## config.mk

```make
export PLATFORM = sky130hd
export DESIGN_NAME = led_pwm_pattern_flat
export DESIGN_NICKNAME = d
export VERILOG_FILES = /design/src/rtl/led_pwm_pattern_if.sv /design/src/rtl/led_pwm_pattern.sv /design/src/flat_wrapper.sv
export SDC_FILE = /design/constraint.sdc
export NUM_CORES = 1
export LEC_CHECK = 0
export ABC_AREA = 0
export CAP_MARGIN = 20
export CORE_ASPECT_RATIO = 0.8
export CORE_MARGIN = 4
export CORE_UTILIZATION = 45
export DETAILED_ROUTE_END_ITERATION = 8
export GPL_TIMING_DRIVEN = 0
export PLACE_DENSITY = 0.63
export SLEW_MARGIN = 40
export SYNTH_ARGS = -nofsm -noshare
export SYNTH_HDL_FRONTEND = slang
export SYNTH_SLANG_ARGS = --single-unit
export TNS_END_PERCENT = 10
```

## constraint.sdc

```tcl
create_clock -name CLK_48 -period 12.74 [get_ports CLK_48]
set_clock_uncertainty 0.05 [all_clocks]
set_input_delay 2.548 -clock CLK_48 [delete_from_list [all_inputs] [get_ports CLK_48]]
set_output_delay 2.548 -clock CLK_48 [all_outputs]
set_load 0.01 [all_outputs]
```

## src/rtl/led_pwm_pattern_if.sv

```systemverilog
// Control/status bundle for led_pwm_pattern: mode/duty load port plus LED and
// period status outputs.
interface led_pwm_pattern_if #(
  parameter int unsigned CHANNELS = 3,
  parameter int unsigned PWM_BITS = 8
);
  logic [2*CHANNELS-1:0]        MODE;
  logic [PWM_BITS*CHANNELS-1:0] DUTY;
  logic                         LOAD;
  logic                         PENDING;
  logic                         PERIOD_STROBE;
  logic [CHANNELS-1:0]          LED;

  modport master (
    output MODE, DUTY, LOAD,
    input  PENDING, PERIOD_STROBE, LED
  );

  modport slave (
    input  MODE, DUTY, LOAD,
    output PENDING, PERIOD_STROBE, LED
  );
endinterface

```

## src/rtl/led_pwm_pattern.sv

```systemverilog
// Multi-channel LED driver: off / steady PWM / blink / breathe per channel off a
// shared timebase, with period-aligned double-buffered settings.
// Optional macro LED_PWM_GAMMA_EN squares the compare value for a perceptual curve.
module led_pwm_pattern #(
  parameter int unsigned CHANNELS    = 3,
  parameter int unsigned PWM_BITS    = 8,
  parameter int unsigned PRESCALE    = 187,
  parameter int unsigned BLINK_BIT   = 23,
  parameter int unsigned BREATHE_DIV = 4,
  parameter bit          ACTIVE_LOW  = 1'b1
) (
  input  logic              CLK_48,
  input  logic              RST,
  led_pwm_pattern_if.slave  bus
);

  localparam int unsigned PW    = PWM_BITS;
  localparam int unsigned MW    = 2 * CHANNELS;
  localparam int unsigned DW    = PWM_BITS * CHANNELS;
  localparam int unsigned BW    = BLINK_BIT + 1;
  localparam int unsigned PRE_W = (PRESCALE > 1) ? $clog2(PRESCALE) : 1;
  localparam int unsigned DIV_W = (BREATHE_DIV > 1) ? $clog2(BREATHE_DIV) : 1;

  localparam logic [0:0] ST_UP   = 1'b0;
  localparam logic [0:0] ST_DOWN = 1'b1;

  localparam logic [1:0] MODE_OFF     = 2'b00;
  localparam logic [1:0] MODE_STEADY  = 2'b01;
  localparam logic [1:0] MODE_BLINK   = 2'b10;

  localparam logic [PW-1:0] LVL_TOP = {PW{1'b1}};

  logic [PRE_W-1:0]    presc_q, presc_d;
  logic [PW-1:0]       pwm_q, pwm_d;
  logic [BW-1:0]       blink_q, blink_d;
  logic                strobe_q, strobe_d;
  logic [MW-1:0]       pend_mode_q, pend_mode_d;
  logic [DW-1:0]       pend_duty_q, pend_duty_d;
  logic                pending_q, pending_d;
  logic [MW-1:0]       act_mode_q, act_mode_d;
  logic [DW-1:0]       act_duty_q, act_duty_d;
  logic [DIV_W-1:0]    div_q, div_d;
  logic [PW-1:0]       level_q, level_d;
  logic [0:0]          dir_q, dir_d;
  logic [CHANNELS-1:0] led_q, led_d;

  logic                tick_c;
  logic                boundary_c;
  logic                step_c;

  logic [1:0]          ch_mode;
  logic [PW-1:0]       ch_duty;
  logic [PW-1:0]       ch_eff;
  logic [PW-1:0]       ch_sel;
  logic [PW-1:0]       ch_cmp;
  logic                ch_lit;

  // Timebase, load handshake and breathe envelope next-state
  always_comb begin
    tick_c      = 1'b0;
    boundary_c  = 1'b0;
    step_c      = 1'b0;
    presc_d     = presc_q;
    pwm_d       = pwm_q;
    blink_d     = blink_q;
    strobe_d    = 1'b0;
    pend_mode_d = pend_mode_q;
    pend_duty_d = pend_duty_q;
    pending_d   = pending_q;
    act_mode_d  = act_mode_q;
    act_duty_d  = act_duty_q;
    div_d       = div_q;
    level_d     = level_q;
    dir_d       = dir_q;

    tick_c     = (presc_q == PRE_W'(PRESCALE - 1));
    boundary_c = tick_c && (&pwm_q);
    presc_d    = tick_c ? '0 : presc_q + PRE_W'(1);
    if (tick_c) pwm_d = pwm_q + PW'(1);
    blink_d    = blink_q + BW'(1);
    strobe_d   = boundary_c;

    if (boundary_c && pending_q) begin
      act_mode_d = pend_mode_q;
      act_duty_d = pend_duty_q;
      pending_d  = 1'b0;
    end
    // A LOAD on the boundary cycle lands in pending only, after the old pending moved
    if (bus.LOAD) begin
      pend_mode_d = bus.MODE;
      pend_duty_d = bus.DUTY;
      pending_d   = 1'b1;
    end

    if (boundary_c) begin
      if (div_q == DIV_W'(BREATHE_DIV - 1)) begin
        div_d  = '0;
        step_c = 1'b1;
      end else begin
        div_d = div_q + DIV_W'(1);
      end
    end

    // Direction turns on arrival at an endpoint so each endpoint lasts one step
    if (step_c) begin
      case (dir_q)
        ST_UP: begin
          level_d = level_q + PW'(1);
          if (level_q == LVL_TOP - PW'(1)) dir_d = ST_DOWN;
        end
        default: begin
          level_d = level_q - PW'(1);
          if (level_q == PW'(1)) dir_d = ST_UP;
        end
      endcase
    end
  end

  // Per-channel compare and pin polarity
  always_comb begin
    led_d   = {CHANNELS{ACTIVE_LOW}};
    ch_mode = MODE_OFF;
    ch_duty = '0;
    ch_eff  = '0;
    ch_sel  = '0;
    ch_cmp  = '0;
    ch_lit  = 1'b0;
    for (int k = 0; k < CHANNELS; k++) begin
      ch_mode = act_mode_q[2*k +: 2];
      ch_duty = act_duty_q[PW*k +: PW];
      ch_eff  = PW'(((2*PW)'(ch_duty) * (2*PW)'(level_q)) >> PW);
      ch_sel  = (ch_mode == 2'b11) ? ch_eff : ch_duty;
`ifdef LED_PWM_GAMMA_EN
      ch_cmp  = PW'(((2*PW)'(ch_sel) * (2*PW)'(ch_sel)) >> PW);
`else
      ch_cmp  = ch_sel;
`endif
      case (ch_mode)
        MODE_OFF:    ch_lit = 1'b0;
        MODE_STEADY: ch_lit = (pwm_q < ch_cmp);
        MODE_BLINK:  ch_lit = blink_q[BW-1] && (pwm_q < ch_cmp);
        default:     ch_lit = (pwm_q < ch_cmp);
      endcase
      led_d[k] = ch_lit ^ ACTIVE_LOW;
    end
  end

  always_ff @(posedge CLK_48 or posedge RST) begin
    if (RST) begin
      presc_q     <= '0;
      pwm_q       <= '0;
      blink_q     <= '0;
      strobe_q    <= 1'b0;
      pend_mode_q <= '0;
      pend_duty_q <= '0;
      pending_q   <= 1'b0;
      act_mode_q  <= '0;
      act_duty_q  <= '0;
      div_q       <= '0;
      level_q     <= '0;
      dir_q       <= ST_UP;
      led_q       <= {CHANNELS{ACTIVE_LOW}};
    end else begin
      presc_q     <= presc_d;
      pwm_q       <= pwm_d;
      blink_q     <= blink_d;
      strobe_q    <= strobe_d;
      pend_mode_q <= pend_mode_d;
      pend_duty_q <= pend_duty_d;
      pending_q   <= pending_d;
      act_mode_q  <= act_mode_d;
      act_duty_q  <= act_duty_d;
      div_q       <= div_d;
      level_q     <= level_d;
      dir_q       <= dir_d;
      led_q       <= led_d;
    end
  end

  assign bus.PENDING       = pending_q;
  assign bus.PERIOD_STROBE = strobe_q;
  assign bus.LED           = led_q;

endmodule

```

## src/flat_wrapper.sv

```systemverilog
// flat-port wrapper written by rule: the top's interface ports become plain ports
module led_pwm_pattern_flat 
#(
  parameter int unsigned CHANNELS    = 3,
  parameter int unsigned PWM_BITS    = 8,
  parameter int unsigned PRESCALE    = 187,
  parameter int unsigned BLINK_BIT   = 23,
  parameter int unsigned BREATHE_DIV = 4,
  parameter bit          ACTIVE_LOW  = 1'b1
)
  (CLK_48, RST, bus_MODE, bus_DUTY, bus_LOAD, bus_PENDING, bus_PERIOD_STROBE, bus_LED);
  led_pwm_pattern_if #(.CHANNELS(CHANNELS), .PWM_BITS(PWM_BITS)) bus_i ();
  input  logic CLK_48;
  input  logic RST;
  input wire logic [$bits(bus_i.MODE)-1:0] bus_MODE;
  input wire logic [$bits(bus_i.DUTY)-1:0] bus_DUTY;
  input wire logic [$bits(bus_i.LOAD)-1:0] bus_LOAD;
  output wire logic [$bits(bus_i.PENDING)-1:0] bus_PENDING;
  output wire logic [$bits(bus_i.PERIOD_STROBE)-1:0] bus_PERIOD_STROBE;
  output wire logic [$bits(bus_i.LED)-1:0] bus_LED;
  assign bus_i.MODE = bus_MODE;
  assign bus_i.DUTY = bus_DUTY;
  assign bus_i.LOAD = bus_LOAD;
  assign bus_PENDING = bus_i.PENDING;
  assign bus_PERIOD_STROBE = bus_i.PERIOD_STROBE;
  assign bus_LED = bus_i.LED;
  led_pwm_pattern #(.CHANNELS(CHANNELS), .PWM_BITS(PWM_BITS), .PRESCALE(PRESCALE), .BLINK_BIT(BLINK_BIT), .BREATHE_DIV(BREATHE_DIV), .ACTIVE_LOW(ACTIVE_LOW)) u_core (.CLK_48(CLK_48), .RST(RST), .bus(bus_i));
endmodule
```

Word level (Yosys, flattened, before mapping)
Cells that the tools add are included.
- multipliers: 3
- $lt $le $gt $ge: 3
- equality and inequality tests: 10
- bitwise logic cells: 3
- shifts and indexed selects: 0
- div/mod/pow operators: 0
- mux-type cells: 16
- $add $sub $neg: 6
- reduce and logical (&&, ||, !) cells: 10
- operators by type and width (kind ; number):
    $mul 8x8->16 ; 3
    $mux 8 ; 5
    $add 24x1->24 const B ; 1
    $add 8x1->8 const B ; 3
    $lt 8x8->1 ; 3
    $eq 8x8->1 const B ; 2
    $eq 2x2->1 const B ; 7
    $eq 8x1->1 const B ; 1
    $reduce_and 8->1 ; 1
    $sub 8x1->8 const B ; 1
    $mux 1 ; 7
    $logic_not 2->1 ; 3
    $pmux 1 s2 ; 3
    $logic_and 1x1->1 ; 5
    $not 1->1 ; 3
    $add 2x1->2 const B ; 1
    $mux 2 ; 1
    $reduce_bool 2->1 ; 1
- output and inout bits: 5
- memories kept: 0
- bits in latches: 0
- bits of input ports: 33
- ROM bits: 0
- register bits after elaboration: 116
- bits in writable memories: 0

Logic depth before layout (Yosys ltp)
Gate-level depths: netlist of the first run.
- depth in word-level cells: 6
- mapped depth: 22
- depth with buffers taken out: 21

Worst setup path before layout of the first run
OpenSTA, ideal clock, no wires.
- path type: register to register
- start point: register u_core.level_q[2]
- end point: register u_core.led_q[1] (netlist: u_core.bus.LED[1])
- data arrival time: 5399 ps
- setup time: 92 ps
- required time: 12598 ps
- setup slack: 7199 ps
- buffers on the path: 2
- stages on the path, launching flop included: 22
- path through: dfrtp_1 > clkbuf_1 > clkbuf_1 > and2_1 > fa_1 > fa_1 > fa_1 > inv_1 > fa_1 > inv_1 > ha_1 > a21o_1 > o21ba_2 > a211oi_1 > o221ai_1 > o31ai_1 > ha_1 > a21o_1 > a211oi_1 > o2111ai_1 > mux2i_1 > a31oi_1
- word-level cells in the longest chain between the ends: 6
- ends and longest elaborated chain (element ; line ; source):
    from (decl) ; led_pwm_pattern.sv:43 ; logic [PW-1:0] level_q, level_d;
    from (signal assigned) ; led_pwm_pattern.sv:174 ; level_q <= level_d;
    $mul 8x8->16 (*) ; led_pwm_pattern.sv:131 ; ch_eff = PW'(((2*PW)'(ch_duty) * (2*PW)'(level_q)) >> PW);
    $mux 8 (*) ; led_pwm_pattern.sv:132 ; ch_sel = (ch_mode == 2'b11) ? ch_eff : ch_duty;
    $lt 8x8->1 (*) ; led_pwm_pattern.sv:140, led_pwm_pattern.sv:141, led_pwm_pattern.sv:142 ;
    $logic_and 1x1->1 ; led_pwm_pattern.sv:141 ; MODE_BLINK: ch_lit = blink_q[BW-1] && (pwm_q < ch_cmp);
    $pmux 1 s2 (*) ; led_pwm_pattern.sv:138 ; case (ch_mode)
    $not 1->1 (no line) (*) ; -- ;
    via u_core.led_d[1] ; led_pwm_pattern.sv:45 ; logic [CHANNELS-1:0] led_q, led_d;
    to (signal assigned) ; led_pwm_pattern.sv:162 ; led_q <= {CHANNELS{ACTIVE_LOW}};
    to (signal assigned) ; led_pwm_pattern.sv:176 ; led_q <= led_d;
    to (decl) ; led_pwm_pattern.sv:45 ;
Mark *: on every way through the listed nets, which the timed path passes. The rest lies on a longest branch.
A chain may end at the register's enable or synchronous reset.

Worst setup path in the final report of the first run
- start point: register u_core.level_q[3]
- end point: register u_core.led_q[1] (netlist: u_core.bus.LED[1])
The elaborated chain is that of the path after synthesis.

==> flow_metrics.py, run 1 <==
metrics = {
    "detailed_routing": {
        "viasPerCell": 5.452,
        "wire_per_inst_um": 18.32,
        "drt_pre_antenna_iters": 8,
        "first_iter_violations": 492,
        "num_vias": 8876,
        "antenna_left": 0,
        "finalWirelength_um": 29820,
        "drc": 0,
    },
    "global_routing": {
        "overflow": 0,
        "grt_usage_pct": 21.10,
        "grt_pass1_vias": 9024,
        "antenna_found_initial": 0,
        "grt_start_max_net_pins": 69,
        "grt_pass1_wl_um": 49050,
    },
    "critical_path": {
        "crit_arrival_ns": 7.24,
        "cp_num_buf_inv": 4,
        "worstPathRequired_ns": 13.01,
        "cp_common_cell": "fa_1",
        "crit_type": "reg -> reg",
        "endpoint_kind": "register",
        "critPathTopFamily": "adder cells",
        "crit_path_top_delay_cell": "a211oi_1",
        "critPathLaunch": "u_core.level_q[3]",
        "crit_chain": "clkbuf_1 > clkbuf_1 > and2_1 > fa_1 > fa_1 > fa_1 > inv_1 > fa_1 > inv_1 > ha_1 > a21o_1 > o21ba_2 > a211oi_1 > o221ai_1 > o31ai_1 > ha_1 > a21o_1 > a211oi_1 > o2111ai_1 > mux2i_1 > a31oi_1",
        "slowest_delay_ns": 0.62,
        "crit_fanout": 10,
        "crit_path_start_kind": "register",
        "r2r-start": "u_core.level_q[3]",
    },
    "final_layout": {
        "mostFrequentLayoutCells": "and2_1 (163), inv_1 (145), ha_1 (129)",
        "fin_nets": 1525,
        "layout_commonest_cell": "and2_1",
        "drive_above_1_share_pct": 9.835,
        "final_util_pct": 51.15,
        "diodes": 0,
        "synthToLayoutAreaGrowth_pct": 11.95,
    },
    "timing": {
        "slew_violations": 0,
        "setup_viol": 0,
        "hold_ws_ns": 0.4166,
        "fin_crit_ns": 6.968,
        "fin_setup_tns_ns": 0,
        "finalCritPeriodShare_pct": 54.69,
        "worst_slew_pin_slew_ns": 0.7695,
        "slew_headroom_pct": 48.70,
        "hold_viol": 0,
        "fmax_ghz": 0.1435,
        "rsz0062_at_grt": "false",
    },
    "floorplanning": {
        "io_pins": 38,
        "dieArea_um2": 29360,
        "die-height_um": 154.1,
        "core_area_um2": 26260,
        "initial_core_util_pct": 45.69,
        "die_w_um": 190.6,
        "fp-row-count": 53,
    },
    "placement": {
        "place_congestion": 0.9021,
        "hpwl_um": 22540,
        "port-buffer-count": 37,
    },
    "min_path": {
        "min-delay-start": "u_core.blink_q[12]",
        "holdCritPathClass": "reg -> reg",
    },
    "power": {
        "vdd_ir_drop_max_mv": 0.08013,
        "powerDensity_nw_per_um2": 67.40,
        "leakagePower_nw": 6.879,
    },
    "synthesis": {
        "synth_ff_type": "dfrtp_1",
        "synth_area_per_cell_um2": 9.991,
        "ys_types": 72,
        "netlist_area_um2": 12000,
        "netlist_instances": 1201,
        "syn-num-nets": 1468,
        "synth_area_leaders": "dfrtp_1 (24%), fa_1 (18%), ha_1 (13%), and2_1 (8.5%), inv_1 (4.6%)",
        "synth-seq-cells": 116,
        "synthArstFlopShare_pct": 100.0,
        "synth_warnings": 0,
        "yosysTopAreaCell": "dfrtp_1",
        "synth-edff-count": 0,
        "yosysTopAreaCellShare_pct": 23.57,
        "yosysSeqAreaShare_pct": 24.22,
    },
    "run": {
        "drv_cap": 0,
    },
    "clocking": {
        "cts.sinks": 116,
        "post_cts_resized": 0,
        "root_buffer": "clkbuf_16",
        "clk_pin_slew_ns": 0.06,
        "clock_path_buffers": 2,
        "cts_setup_buffers": 0,
        "clkLatencyLatePin_ns": 0.43,
        "cts_tree": "done",
        "htree_levels": 4,
        "numCtsBuffers": 17,
        "hold_buffers": 0,
    },
    "status": {
        "outcome": "finished clean",
    },
}
==> Yosys cell counts (all sizes together) (24+ instances only) <==
master and instances:
a21oi 24, and2 164, clkbuf 33, dfrtp 113, fa 105, ha 129
inv 146, mux2 63, nand2 67, nand3 26, nor2 39, xnor2 25
==> metal layers <==
| metal | wire length, um | GRT usage, % | up-vias | part of all wire [%] |
|---|---|---|---|---|
| li1 | - | - | 4201 | - |
| met1 | 14220 | 30.41 | 4394 | 48 |
| met2 | 13270 | 32.32 | 241 | 44 |
| met3 | 1650 | 4.698 | 40 | 5.5 |
| met4 | 678 | 5.538 | 0 | 2.3 |
| met5 | 0 | 0 | - | 0 |
==> logic make-up (layout without fill, tap and decap cells) <==
kind of cell | count (synthesis) | count (layout) | synth area share (%)
adder cells (fa/ha/maj) | 234 | 234 | 30.97
buffers and inverters | 190 | 260 | 6.184
flip-flops | 116 | 116 | 24.22
XOR/XNOR | 47 | 47 | 3.431
AND/OR/NAND/NOR | 382 | 382 | 17.87
multiplexers | 70 | 70 | 7.435
AO/OA/AOI/OAI | 162 | 162 | 9.885
==> final cells by class <==
class	count	area [um^2]
sequential	116	2907
fill	2406	12830
inverter	146	555.5
multi-input combinational	895	8351
clock inverter	15	155.1
tap	357	446.7
timing repair buffer	38	397.9
buffer	44	195.2
clock buffer	17	425.4
==> metrics by stage <==
step / total power (W) / setup slack (ns) / instance area, um^2 / instances
detailed placement: 0.0004226 / 5.888 / 12850 / 1596
global placement: 0.0004201 / 5.289 / 12820 / 1595
floorplan: 0.0004052 / 7.075 / 12000 / 1201
CTS: 0.0009175 / 5.858 / 13430 / 1628
global route: 0.0009357 / 5.404 / 13430 / 1628
finish: 0.0009054 / 5.772 / 13430 / 1628
==> power by group <==
group          switching, W  total (W)  internal, W  leakage, nW
logic             0.0000132  0.0000317    0.0000185         5.09
registers        0.00000483   0.000383     0.000378         1.51
clock network      0.000230   0.000491     0.000262        0.283
total              0.000248   0.000905     0.000658         6.88
==> flip-flops by register name, summed over array words and instances (netlist names), 2 cells and up <==
signal,count
u_core.act_duty_q,24
u_core.pend_duty_q,24
u_core.blink_q,24
u_core.bus.LED,3
u_core.level_q,8
u_core.pwm_q,8
u_core.div_q,2
u_core.pend_mode_q,6
u_core.presc_q,8
u_core.act_mode_q,6
==> final timing paths <==
path | to | slack [ns] | cells past startpoint
worst min register to register | u_core.blink_q[12] | 0.42 | 1
worst max register to register | u_core.bus.LED[1] | 5.77 | 21
min in group asynchronous | u_core.pend_duty_q[0] | 2.52 | 2
worst max-delay path | u_core.bus.LED[1] | 5.77 | 21
worst min-delay path | u_core.blink_q[12] | 0.42 | 1
max in group asynchronous | u_core.bus.LED[0] | 9.47 | 3
No activity file was read; power rests on OpenSTA's default activity.
==> inputs of run 2 (changes only) <==
==> constraint.sdc (replaced) <==
create_clock -name CLK_48 -period 7.1 [get_ports CLK_48]
set_clock_uncertainty 0.05 [all_clocks]
set_input_delay 1.42 -clock CLK_48 [delete_from_list [all_inputs] [get_ports CLK_48]]
set_output_delay 1.42 -clock CLK_48 [all_outputs]
set_load 0.01 [all_outputs]
==> flow_metrics.py, run 2 (same netlist as run 1, synthesis figures left out) <==
metrics = {
    "global_routing": {
        "grt_start_max_net_pins": 69,
        "grt_pass1_vias": 9024,
        "antenna_found_initial": 0,
        "overflow": 0,
        "grt_pass1_wl_um": 49050,
        "grt_usage_pct": 21.10,
    },
    "critical_path": {
        "critPathTopFamily": "adder cells",
        "crit_path_top_delay_cell": "clkbuf_1",
        "cp_num_buf_inv": 4,
        "worstPathRequired_ns": 7.37,
        "crit_path_start_kind": "register",
        "slowest_delay_ns": 0.59,
        "crit_chain": "clkbuf_1 > clkbuf_1 > and2_1 > fa_1 > ha_1 > inv_1 > fa_1 > fa_1 > inv_1 > ha_1 > a211oi_2 > o21ai_1 > a211o_1 > a311o_1 > a31oi_1 > ha_1 > a211oi_1 > o2111ai_1 > mux2i_1 > a31oi_1",
        "crit_arrival_ns": 7.06,
        "crit_type": "reg -> reg",
        "endpoint_kind": "register",
        "path_depth": 20,
        "crit_fanout": 10,
        "r2r-start": "u_core.level_q[3]",
        "r2r_cells": 20,
        "critPathLaunch": "u_core.level_q[3]",
    },
    "detailed_routing": {
        "first_iter_violations": 527,
        "antenna_left": 0,
        "wire_per_inst_um": 18.33,
        "finalWirelength_um": 29840,
        "wl_met3_um": 1700,
        "wl_met1_um": 14170,
        "route.met2.wl_um": 13330,
        "drt_pre_antenna_iters": 5,
        "num_vias": 8882,
        "drc": 0,
        "viasPerCell": 5.456,
        "top_layer_used": "met4",
    },
    "power": {
        "vdd_ir_drop_max_mv": 0.1433,
        "p_comb_share_pct": 3.5,
        "p_clk_share_pct": 54.2,
        "powerDensity_nw_per_um2": 120.8,
        "seqPwrFrac_pct": 42.3,
        "cellInternalPower_w": 0.001180,
        "leakagePower_nw": 6.893,
        "power.switching_w": 0.0004429,
        "swShare_pct": 27.29,
    },
    "timing": {
        "rsz0062_at_grt": "false",
        "hold_viol": 0,
        "fin_crit_ns": 6.787,
        "slew_violations": 0,
        "fmax_ghz": 0.1473,
        "setup_viol": 0,
        "slew_headroom_pct": 53.74,
        "worst_slew_pin_slew_ns": 0.6887,
        "finalCritPeriodShare_pct": 95.59,
        "fin_setup_tns_ns": 0,
    },
    "final_layout": {
        "regArea_um2": 2907,
        "mostFrequentLayoutCells": "and2_1 (163), inv_1 (145), ha_1 (129)",
        "multi_input_area_um2": 8356,
        "drive_above_1_share_pct": 10.23,
        "fin_nets": 1525,
        "synthToLayoutAreaGrowth_pct": 12.03,
        "fill_cells": 2401,
        "diodes": 0,
        "layout_commonest_cell": "and2_1",
        "largest_registers": "u_core.act_duty_q x24, u_core.blink_q x24, u_core.pend_duty_q x24",
        "final_util_pct": 51.19,
    },
    "floorplanning": {
        "initial_core_util_pct": 45.69,
        "fp-row-count": 53,
        "io_pins": 38,
        "dieArea_um2": 29360,
        "core_area_um2": 26260,
        "die-height_um": 154.1,
        "die_w_um": 190.6,
    },
    "clocking": {
        "root_buffer": "clkbuf_16",
        "clkLatencyLatePin_ns": 0.43,
        "cts_setup_buffers": 0,
        "numCtsBuffers": 17,
        "htree_levels": 4,
        "cts_tree": "done",
        "clock_path_buffers": 2,
        "clk_pin_slew_ns": 0.07,
        "cts.sinks": 116,
    },
    "placement": {
        "place_congestion": 0.9021,
        "port-buffer-count": 37,
        "hpwl_um": 22540,
    },
    "min_path": {
        "min-delay-start": "u_core.blink_q[12]",
        "holdCritPathClass": "reg -> reg",
        "holdPathStages": 1,
    },
    "status": {
        "outcome": "finished clean",
    },
    "run": {
        "drv_cap": 0,
    },
}
## run 2: path summary, 6_finish.rpt
path	endpoint	slack, ns
setup / recovery	u_core.bus.LED[2]	0.31
hold / removal	u_core.blink_q[12]	0.42
setup reg to reg	u_core.bus.LED[2]	0.31
hold reg to reg	u_core.blink_q[12]	0.42
max in group asynchronous	u_core.bus.LED[0]	4.95
min in group asynchronous	u_core.pend_duty_q[0]	1.39
## run 2: area by class of cell
class                   count  share of cell area (%)
clock inverters            15                   1.154
well taps                 357                   3.323
repair buffers             38                   2.960
flip-flops and latches    116                   21.62
multi-input cells         895                   62.16
inverters                 146                   4.133
plain buffers              44                   1.489
clock buffers              17                   3.165
## run 2: timing repair
| action | 4_1_cts | 5_1_grt |
|---|---|---|
| gates resized for setup | 0 | 9 |
| endpoints found under the setup margin | 0 | 2 |
| hold buffers | 0 | 0 |
## run 2: metal layers
layer | track usage (%) | vias up
met2 | 32.32 | 242
met5 | 0 | -
li1 | - | 4198
met3 | 4.698 | 36
met1 | 30.41 | 4406
met4 | 5.538 | 0
## run 2: metrics by stage
stage | hold WS, ns | cell area (um^2) | cells | power [W] | setup slack, ns
after floorplan | 0.3842 | 12000 | 1201 | 0.0007270 | 1.559
after global routing | 0.4428 | 13440 | 1628 | 0.001679 | 0.05046
after CTS | 0.4202 | 13430 | 1628 | 0.001646 | 0.2179
final | 0.4166 | 13440 | 1628 | 0.001623 | 0.3128
after global placement | 0.4011 | 12820 | 1595 | 0.0007539 | 0.2977
after detailed placement | 0.4051 | 12850 | 1596 | 0.0007583 | 0.2480
## run 2: power by group through the flow
stage	clock [W]	combinational, W	sequential [W]
2_1_floorplan	0	0.0000306	0.000696
3_3_place_gp	0	0.0000549	0.000699
3_5_place_dp	0	0.0000588	0.000700
4_1_cts	0.000901	0.0000588	0.000687
5_1_grt	0.000926	0.0000635	0.000689
6_report	0.000880	0.0000568	0.000686
==> inputs of run 3 (changes only) <==
==> constraint.sdc (replaced) <==
create_clock -name CLK_48 -period 7.1 [get_ports CLK_48]
set_clock_uncertainty 0.05 [all_clocks]
set_input_delay 1.42 -clock CLK_48 [delete_from_list [all_inputs] [get_ports CLK_48]]
set_output_delay 1.42 -clock CLK_48 [all_outputs]
set_load 0.1 [all_outputs]
==> flow_metrics.py, run 3 (same netlist as run 1, synthesis figures left out) <==
metrics = {
    "critical_path": {
        "slowest_delay_ns": 0.55,
        "crit_chain": "clkbuf_1 > clkbuf_1 > and2_1 > fa_1 > ha_1 > inv_1 > fa_1 > fa_1 > inv_1 > ha_1 > a211oi_2 > o21ai_1 > a211o_1 > a311o_1 > a31oi_1 > ha_1 > a211oi_1 > o2111ai_1 > mux2i_1 > a31oi_1",
        "crit_path_top_delay_cell": "clkbuf_1",
        "rr_endpoint": "u_core.bus.LED[2]",
        "r2r_cells": 20,
        "critPathLaunch": "u_core.level_q[3]",
        "crit_fanout": 10,
        "r2r-start": "u_core.level_q[3]",
        "endpoint": "u_core.bus.LED[2]",
        "ff2ff_setup_slack_ns": 0.37,
        "crit_type": "reg -> reg",
        "crit_arrival_ns": 7.00,
        "worstPathRequired_ns": 7.37,
        "endpoint_kind": "register",
        "crit_path_start_kind": "register",
    },
    "timing": {
        "hold_ws_ns": 0.4223,
        "slew_violations": 0,
        "fmax_ghz": 0.1486,
        "worst_slew_pin_slew_ns": 0.7420,
        "finalCritPeriodShare_pct": 94.81,
        "fin_setup_tns_ns": 0,
        "setup_ws_ns": 0.3684,
        "rsz0062_at_grt": "false",
        "slew_headroom_pct": 50.16,
        "hold_viol": 0,
        "setup_viol": 0,
        "fin_crit_ns": 6.732,
    },
    "detailed_routing": {
        "antenna_left": 0,
        "drt_pre_antenna_iters": 5,
        "drc": 0,
        "wire_per_inst_um": 18.20,
        "viasPerCell": 5.490,
        "num_vias": 8937,
        "finalWirelength_um": 29620,
        "first_iter_violations": 546,
    },
    "final_layout": {
        "largest_registers": "u_core.act_duty_q x24, u_core.blink_q x24, u_core.pend_duty_q x24",
        "synthToLayoutAreaGrowth_pct": 11.63,
        "final_cell_area_um2": 13390,
        "drive_above_1_share_pct": 10.54,
        "layout_commonest_cell": "and2_1",
        "diodes": 0,
        "mostFrequentLayoutCells": "and2_1 (163), inv_1 (145), ha_1 (129)",
        "fin_nets": 1525,
    },
    "global_routing": {
        "grt_pass1_vias": 9048,
        "overflow": 0,
        "grt_start_max_net_pins": 69,
        "grt_pass1_wl_um": 48610,
        "grt_usage_pct": 20.89,
        "antenna_found_initial": 0,
    },
    "clocking": {
        "clk_pin_slew_ns": 0.06,
        "numCtsBuffers": 17,
        "clkLatencyLatePin_ns": 0.42,
        "root_buffer": "clkbuf_16",
        "htree_levels": 4,
        "clock_path_buffers": 2,
        "cts_tree": "done",
        "cts.sinks": 116,
    },
    "floorplanning": {
        "fp-row-count": 53,
        "core_area_um2": 26260,
        "dieArea_um2": 29360,
        "io_pins": 38,
        "die_w_um": 190.6,
        "die-height_um": 154.1,
        "initial_core_util_pct": 45.69,
    },
    "placement": {
        "place_congestion": 0.9021,
        "hpwl_um": 22620,
        "place_ws_ns": 0.2367,
        "placed_area_um2": 12830,
        "port-buffer-count": 37,
    },
    "power": {
        "p_clk_share_pct": 53.2,
        "p_comb_share_pct": 3.6,
        "cellInternalPower_w": 0.001196,
        "power.total_w": 0.001587,
        "powerDensity_nw_per_um2": 118.5,
        "leakagePower_nw": 6.867,
        "swShare_pct": 24.63,
        "power.switching_w": 0.0003908,
        "vdd_ir_drop_max_mv": 0.1149,
        "seqPwrFrac_pct": 43.3,
    },
    "min_path": {
        "holdPathStages": 1,
        "holdCritPathClass": "reg -> reg",
    },
    "run": {
        "drv_cap": 0,
    },
    "status": {
        "outcome": "finished clean",
    },
}
[run 3: worst min path at each step]
| stage | startpoint | end | slack [ns] |
|---|---|---|---|
| 4_1_cts | u_core.blink_q[21] | u_core.blink_q[21] | 0.43 |
| 2_1_floorplan | u_core.blink_q[12] | u_core.blink_q[12] | 0.38 |
| 3_5_place_dp | u_core.blink_q[7] | u_core.blink_q[7] | 0.41 |
| 6_report | u_core.blink_q[21] | u_core.blink_q[21] | 0.42 |
| 5_1_grt | u_core.blink_q[12] | u_core.blink_q[12] | 0.44 |
| 3_3_place_gp | u_core.blink_q[10] | u_core.blink_q[10] | 0.40 |
[run 3: metrics by stage]
stage / utilization (%) / std cells
6_report: 51.01 / 1628
5_1_grt: 51.01 / 1628
4_1_cts: 50.97 / 1628
3_5_place_dp: 48.85 / 1596
3_3_place_gp: 48.80 / 1595
2_1_floorplan: - / 1201
[run 3: critical path: cells and delay by family, from the launching register on]
family / cells / cell delay (ns)
AND/OR/NAND/NOR: 1 / 0.24
multiplexers: 1 / 0.19
buffers and inverters: 4 / 1.08
flip-flops: 1 / 0.34
AO/OA/AOI/OAI: 8 / 2.30
adder cells (fa/ha/maj): 6 / 2.42
[run 3: cell type report]
class,count,area [um^2]
fill,2396,12870
multi-input combinational,895,8356
sequential,116,2907
inverter,146,555.5
tap,357,446.7
clock buffer,18,429.2
timing repair buffer,38,372.9
buffer,44,200.2
clock inverter,14,127.6
[run 3: power by group through the flow]
stage	clock network [W]	registers, W	logic [W]
floorplan	0	0.000696	0.0000306
global placement	0	0.000699	0.0000549
detailed placement	0	0.000699	0.0000589
CTS	0.000865	0.000687	0.0000588
global route	0.000891	0.000689	0.0000636
finish	0.000844	0.000687	0.0000568
[run 3: layer usage]
metal / global-route usage [%] / up-vias / share of wire, % / wire [um]
li1: - / 4195 / - / -
met1: 30.46 / 4444 / 47 / 14030
met2: 31.47 / 254 / 44 / 12930
met3: 4.675 / 44 / 6.5 / 1935
met4: 5.744 / 0 / 2.5 / 730
met5: 0 / - / 0 / 0
[run 3: timing repair]
item                                    CTS  global route
gates resized for setup                   0             9
hold endpoints to repair                  0             0
hold buffers                              0             0
endpoints found under the setup margin    0             2
buffers inserted                          0             0
